File: src/rtl/hazard_stall_unit_pkg.sv
// rtl/hazard_stall_unit_pkg.sv - shared pipeline constants for the decode-stage stall controller
package hazard_stall_unit_pkg;

   typedef enum logic [0:0] {
      IDLE    = 1'b0,
      MD_BUSY = 1'b1
   } md_state_e;

   localparam logic [4:0] REG_ZERO           = 5'd0;
   localparam int         MD_LATENCY_DEFAULT = 32;

   // SPECIAL-opcode funct codes that decode maps onto IDmuldiv / IDreadsHiLo
   localparam logic [5:0] OP_SPECIAL = 6'h00;
   localparam logic [5:0] FN_MFHI    = 6'h10;
   localparam logic [5:0] FN_MFLO    = 6'h12;
   localparam logic [5:0] FN_MULT    = 6'h18;
   localparam logic [5:0] FN_MULTU   = 6'h19;
   localparam logic [5:0] FN_DIV     = 6'h1A;
   localparam logic [5:0] FN_DIVU    = 6'h1B;

   function automatic logic is_muldiv(input logic [5:0] op, input logic [5:0] fn);
      return (op == OP_SPECIAL) &&
             (fn == FN_MULT || fn == FN_MULTU || fn == FN_DIV || fn == FN_DIVU);
   endfunction

   function automatic logic is_read_hilo(input logic [5:0] op, input logic [5:0] fn);
      return (op == OP_SPECIAL) && (fn == FN_MFHI || fn == FN_MFLO);
   endfunction

endpackage

File: src/rtl/hazard_stall_unit_md_busy_counter.sv
// rtl/hazard_stall_unit_md_busy_counter.sv - mult/div busy FSM and latency down-counter
module hazard_stall_unit_md_busy_counter
   import hazard_stall_unit_pkg::*;
#(
   parameter int MD_LATENCY = MD_LATENCY_DEFAULT
) (
   input  logic clk,
   input  logic rst,
   input  logic start,
   output logic md_busy
);

   localparam int                MD_CNT_W = $clog2(MD_LATENCY);
   localparam logic [MD_CNT_W-1:0] CNT_LOAD = MD_CNT_W'(MD_LATENCY - 1);

   md_state_e             state_q, state_d;
   logic [MD_CNT_W-1:0]   md_cnt_q, md_cnt_d;

   always_comb begin
      state_d  = state_q;
      md_cnt_d = md_cnt_q;
      case (state_q)
         IDLE: begin
            if (start) begin
               state_d  = MD_BUSY;
               md_cnt_d = CNT_LOAD;
            end
         end
         MD_BUSY: begin
            // HI/LO are written on the edge that leaves this state
            if (md_cnt_q != '0) md_cnt_d = md_cnt_q - 1'b1;
            else                state_d  = IDLE;
         end
         default: state_d = IDLE;
      endcase
   end

   always_ff @(posedge clk) begin
      if (rst) begin
         state_q  <= IDLE;
         md_cnt_q <= '0;
      end else begin
         state_q  <= state_d;
         md_cnt_q <= md_cnt_d;
      end
   end

   assign md_busy = (state_q == MD_BUSY);

endmodule

File: src/rtl/hazard_stall_unit.sv
// rtl/hazard_stall_unit.sv - load-use and mult/div dependency stall controller for the ID stage
module hazard_stall_unit
   import hazard_stall_unit_pkg::*;
#(
   parameter int MD_LATENCY = MD_LATENCY_DEFAULT,
   parameter int CNT_W      = 16
) (
   input  logic             clk,
   input  logic             rst,
   input  logic [4:0]       IFIDRs,
   input  logic [4:0]       IFIDRt,
   input  logic [4:0]       IDEXRt,
   input  logic             IDEXmemread,
   input  logic             IDmuldiv,
   input  logic             IDreadsHiLo,
   output logic             PCWrite,
   output logic             IFIDWrite,
   output logic             IDEXBubble,
   output logic             md_start,
   output logic             md_busy,
   output logic [CNT_W-1:0] stall_cycles
);

   logic             busy_q;
   logic             load_use, md_hold, stall;
   logic [CNT_W-1:0] stall_cycles_q, stall_cycles_d;

   hazard_stall_unit_md_busy_counter #(
      .MD_LATENCY (MD_LATENCY)
   ) u_md_busy_counter (
      .clk     (clk),
      .rst     (rst),
      .start   (md_start),
      .md_busy (busy_q)
   );

   always_comb begin
      load_use = IDEXmemread && (IDEXRt != REG_ZERO) &&
                 ((IDEXRt == IFIDRs) || (IDEXRt == IFIDRt));
      md_hold  = busy_q && (IDmuldiv || IDreadsHiLo);
      stall    = load_use || md_hold;
   end

   // A load-use hazard on a mult/div operand defers its start until the bubble is in
   assign md_start   = !rst && !busy_q && IDmuldiv && !load_use;
   assign PCWrite    = !rst && !stall;
   assign IFIDWrite  = !rst && !stall;
   assign IDEXBubble = rst || stall;
   assign md_busy    = busy_q && !rst;

   always_comb begin
      stall_cycles_d = stall_cycles_q;
      if (stall && (stall_cycles_q != {CNT_W{1'b1}}))
         stall_cycles_d = stall_cycles_q + 1'b1;
   end

   always_ff @(posedge clk) begin
      if (rst) stall_cycles_q <= '0;
      else     stall_cycles_q <= stall_cycles_d;
   end

   assign stall_cycles = stall_cycles_q;

endmodule

File: config.mk
export PLATFORM = sky130hd
export DESIGN_NAME = hazard_stall_unit
export DESIGN_NICKNAME = d
export VERILOG_FILES = /design/src/rtl/hazard_stall_unit_pkg.sv /design/src/rtl/hazard_stall_unit_md_busy_counter.sv /design/src/rtl/hazard_stall_unit.sv
export SDC_FILE = /design/constraint.sdc
export NUM_CORES = 1
export LEC_CHECK = 0
export CAP_MARGIN = 20
export CORE_MARGIN = 8
export CORE_UTILIZATION = 42
export DETAILED_ROUTE_END_ITERATION = 7
export PLACE_DENSITY = 0.74
export SLEW_MARGIN = 20
export SYNTH_ARGS = -nofsm -noshare
export SYNTH_HDL_FRONTEND = slang
export SYNTH_SLANG_ARGS = --single-unit
File: constraint.sdc
create_clock -name clk -period 7.35 [get_ports clk]
set_clock_uncertainty 0.1 [all_clocks]
set_input_delay 1.47 -clock clk [delete_from_list [all_inputs] [get_ports clk]]
set_output_delay 1.47 -clock clk [all_outputs]
set_load 0.02 [all_outputs]
=== After elaboration in Yosys (flattened, before gate mapping) ===
Index checks and enable logic that the tools add are counted.

* Register bits after elaboration: 22
* Bits of input ports: 20
* Output and inout port bits: 21
* Word-level logic and storage cells: 37

* $add $sub $neg: 2
* Equal/unequal tests: 5
* Muxes and demuxes: 6
* Bitwise gates (word level): 1
* Reduce and logical (&&, ||, !) cells: 20

{| class="wikitable"
|+ Operator list
! operator !! count
|-
| adder 16 x 1 -> 16 bit (second input constant) || 1
|-
| != test 16 bit (second input constant) || 1
|-
| == test 5 bit || 2
|-
| 2-to-1 mux 5 bit || 2
|-
| case mux 5 bit (2 select lines) || 1
|-
| nonzero test 5 bit || 2
|-
| logical AND 1 bit || 9
|-
| subtractor 5 x 1 -> 5 bit (second input constant) || 1
|-
| zero test 1 bit || 4
|-
| logical OR 1 bit || 4
|-
| != test 2 bit (second input constant) || 2
|-
| 2-to-1 mux 1 bit || 2
|-
| case mux 1 bit (2 select lines) || 1
|-
| AND reduction 2 bit || 1
|-
| NOT 1 bit || 1
|}

=== Longest topological paths before layout ===
* Depth in word-level cells: 7
* Mapped depth: 8
* Depth with buffers taken out: 7

=== Cells and area by module ===
Synthesis repeated with hierarchy kept, for this count alone.

* Cell total of the unflattened synthesis: 201
* Area total of the unflattened synthesis: 1,605.3 µm²

{| class="wikitable"
|+ Modules (own cells, without submodules)
! module !! instances !! cells each !! area each (µm²) !! seq. area each (µm²)
|-
| hazard_stall_unit || 1 || 170 || 1,308.8 || 320.3
|-
| hazard_stall_unit_md_busy_counter || 1 || 31 || 296.5 || 120.1
|}

=== Worst setup path after synthesis ===
OpenSTA, ideal clock, no wires.

* Kind: input port to output port
* Start: input port IDEXRt[1]
* End: output port PCWrite
* Data arrival time: 3,257 ps
* Required time: 5,780 ps
* Slack: 2,523 ps
* Cell stages on the path: 7
* Path buffers: 2
* Cell sequence: or4_1 o21a_1 a21boi_0 clkbuf_1 nand2_1 inv_1 buf_4

* Word-level cells in the longest chain between the ends: 6

{| class="wikitable"
|+ RTL lines
! element !! RTL line !! source
|-
| from (decl) || hazard_stall_unit.sv:12 || <nowiki>input logic [4:0] IDEXRt,</nowiki>
|-
| == test 5 bit / nonzero test 5 bit (equally long branches) || hazard_stall_unit.sv:39, hazard_stall_unit.sv:38 ||
|-
| logical OR 1 bit / logical AND 1 bit (equally long branches) || hazard_stall_unit.sv:39, hazard_stall_unit.sv:38 ||
|-
| logical AND 1 bit (*) || hazard_stall_unit.sv:38 || <nowiki>load_use = IDEXmemread && (IDEXRt != REG_ZERO) &&</nowiki>
|-
| logical OR 1 bit (*) || hazard_stall_unit.sv:41 || <nowiki>stall = load_use || md_hold;</nowiki>
|-
| zero test 1 bit (*) || -- ||
|-
| logical AND 1 bit (*) || -- ||
|-
| to (decl) || hazard_stall_unit.sv:16 || <nowiki>output logic PCWrite,</nowiki>
|}

Every way passes the cells marked *; elsewhere a longest branch is shown, timed or not.

=== Worst setup path after layout ===
* Start: input port IDEXRt[1]
* End: output port PCWrite

* Word-level cells in the longest chain between the ends: 6

{| class="wikitable"
|+ RTL lines
! element !! RTL line !! source
|-
| == test 5 bit / nonzero test 5 bit (equally long branches) || hazard_stall_unit.sv:39, hazard_stall_unit.sv:38 ||
|-
| logical OR 1 bit / logical AND 1 bit (equally long branches) || hazard_stall_unit.sv:39, hazard_stall_unit.sv:38 ||
|-
| logical AND 1 bit (*) || hazard_stall_unit.sv:38 ||
|-
| logical OR 1 bit (*) || hazard_stall_unit.sv:41 ||
|-
| zero test 1 bit (*) || hazard_stall_unit.sv:46 || <nowiki>assign PCWrite = !rst && !stall;</nowiki>
|-
| logical AND 1 bit (*) || hazard_stall_unit.sv:46 ||
|}

Marks and branches as above.

==> metrics.md <==
| Metric | Value |
|---|---|
| Most common cell after layout, fill and taps aside | clkdlybuf4s50_1 |
| ANT cells | 0 |
| TritonCTS clock tree | yes |
| CP required | slightly below 6000 ps |
| Initial antenna violation count | 0 |
| Max-cap violations | 0 |
| Port buffer count | 40 |
| Filler cells | between 200 and 300 |
| Largest net degree at the start of global routing | 25 |
| Count of nets after finishing | 220 |
| Hold Slack | ~420 ps |
| #FFs+latches synth | 22 |
| Sequential area share after synthesis | 34.0% |
| Period Utilization, post-route | 82.5% |
| Syn Nets | 180 |
| Tot GR Track Use | between 10% and 20% |
| Number of H-tree levels | 1 |
| WL final | 3490 um |
| Worst Max-Slew Pin Slew | approximately 1100 ps |
| Unrepaired setup endpoints after global routing | false |
| DR vias | around 1.3k |
| # rows | 20 |
| Peak supply drop | between 0.09 and 0.1 mV |
| Post-synth EDFFs | 0 |
| Post-CTS Hold Buffers | 0 |
| Initial core utilization | 43.1% |
| DP HPWL | approximately 2700 um |
| Cell mode on critical path | clkdlybuf4s50_1 |
| Post-route DRC | 0 |
| Distinct cells, synth | 42 |
| Initial DRT Pass Iterations | 4 |
| Slew HR | about 29% |
| Post-DR vias/cell | around 5.7 |
| Share of layout cells above drive strength 1 | ~8.6% |
| Synthesized area per cell | a little over 8 sq um |
| Setup tns final | 0 ps |
| Remaining antenna violation count after routing | 0 |
| First-pass GRT wire length | around 5900 um |
| Mapped Cells | 158 |
| I/O pin cnt | between 40 and 50 |
| Multi-input gate area | about 790 sq um |
| Cts bufs inserted | 3 |
| Arrival @ worst endpoint | around 4500 ps |
| Avg WL per Cell | 15.2 um |
| Clk buf depth | 2 |
| Worst-path maximum fanout | 11 |
| Pwr dens | between 100 and 150 nW/um^2 |
| Status | finished, final reports clean |
| Endpoints failing hold | 0 |
| Final-report max-slew violation count | 0 |
| Clk sinks | 22 |
| CP max stage delay | approximately 860 ps |
| Slowest-stage cell, CP | a21boi_0 |
| Die area | just over 5000 sq um |
| Core ar. | between 3000 and 4000 sq um |
| Clock Latency Late Sink | 310 ps |
| Final setup fails | 0 |
| Post-CTS setup buffers | 0 |
| CP Class | in -> out |
| Crit start category | primary input |
| Post-layout util | between 50% and 60% |
| Fin area | around 1700 sq um |
| Leakage Power | roughly 0.55 nW |
| Most frequent cells in the layout | clkdlybuf4s50_1 (40), dfxtp_1 (22), a21oi_1 (16), nand2_1 (14) |
| Yosys Warn Count | 0 |
| Ys flop type | dfxtp_1 |
| Crit end category | primary output |
| Fmax | 165 MHz |
| Register area | about 440 sq um |
| Async SR Flop Fraction | 0% |
| Root buffer cell | clkbuf_4 |
| CTS resizes | 0 |
| Gpl congestion | between 0.8 and 0.9 |
| PnR worst setup slack | around 1300 ps |
| DP Worst Slack | 1350 ps |
| Area grow syn2layout | 34.6% |
| Die X-Extent | 71.5 um |
| DIE HEIGHT | 71.5 um |
| Initial drt markers | 28 |
| Mapped Area | approximately 1300 sq um |
| Placement Cell Area | about 1700 sq um |
| Worst Hold Class | reg -> reg |
| Remaining global-route overflow | 0 |
| CP Cell Sequence | clkdlybuf4s50_1 -> or4_1 -> o21a_1 -> a21boi_0 -> nand2_1 -> inv_1 -> clkdlybuf4s50_1 |
| Vias in the first global route | around 1.3k |
| Final min period | approximately 6100 ps |
| Clk slew on worst S/H paths | between 100 and 150 ps |
## per-stage QoR
stage | cells | total power, mW
floorplan | 158 | 0.168
global placement | 226 | 0.189
detailed placement | 226 | 0.191
CTS | 230 | 0.258
global route | 230 | 0.271
finish | 230 | 0.256
## cell families after synthesis
kind of cell               count (synthesis)  synth area share, %
DFF                                       22                 34.0
muxes                                      2                 1.64
AOI/OAI and AO/OA                         44                 22.1
buffers and inverters                     15                 5.22
and+or+nand+nor                           62                 27.7
adders and majority gates                  2                 1.93
xor gates and xnor gates                  11                 7.45
## report_power, final
part / leakage (nW) / total (mW) / switching (mW) / internal, mW
logic: 0.345 / 0.0576 / 0.0295 / 0.0281
clock network: 0.0210 / 0.0675 / 0.0372 / 0.0303
registers: 0.179 / 0.131 / 0.00655 / 0.125
total: 0.545 / 0.256 / 0.0733 / 0.183
## final cells by class
type / instances / share of cell area, %
inverters: 10 / 2.16
flip-flops and latches: 22 / 25.3
well taps: 33 / 2.37
repair buffers: 40 / 23.0
clock buffers: 4 / 2.08
multi-input cells: 121 / 45.1
## cell usage after synthesis (all sizes together) (3+ instances only)
| cell | n | area share (%) |
|---|---|---|
| a21oi | 17 | 6.9 |
| nand4 | 6 | 2.9 |
| or4 | 5 | 3.3 |
| nand2 | 14 | 4.1 |
| o31ai | 3 | 1.7 |
| clkbuf | 3 | 0.87 |
| a31oi | 3 | 2.6 |
| nor2 | 9 | 2.6 |
| o21ai | 11 | 4.3 |
| or3 | 9 | 4.9 |
| dfxtp | 22 | 34 |
| inv | 10 | 2.9 |
| xnor2 | 10 | 6.8 |
| nand3 | 10 | 4.8 |
## final timing paths
| path | start | end | slack [ps] | cells after the start |
|---|---|---|---|---|
| worst max-delay path | IDEXRt[1] | PCWrite | 1290 | 7 |
| worst min-delay path | u_md_busy_counter.md_cnt_q[4] | u_md_busy_counter.md_cnt_q[4] | 420 | 2 |
| worst max register to register | stall_cycles[0] | stall_cycles[10] | 4630 | 7 |
| worst min register to register | u_md_busy_counter.md_cnt_q[4] | u_md_busy_counter.md_cnt_q[4] | 420 | 2 |
## layer usage
metal  GRT usage (%)  vias to the layer above  part of all wire [%]
met5               0                        -                     0
met4            3.85                        0                   1.3
met3            5.58                        6                   8.0
met2            22.8                       41                    43
met1            16.1                      608                    47
li1                -                      661                     -
## worst max-delay path: cells and delay by family
| family | cells | cell delay, ps |
|---|---|---|
| AO/OA/AOI/OAI | 2 | 1110 |
| buffers and inverters | 3 | 1200 |
| AND/OR/NAND/NOR | 2 | 720 |
## sequential cells by signal, indices dropped and copies added (netlist names)
name	flops
u_md_busy_counter.md_busy	1
u_md_busy_counter.md_cnt_q	5
stall_cycles	16
No activity file was read; power rests on OpenSTA's default activity.
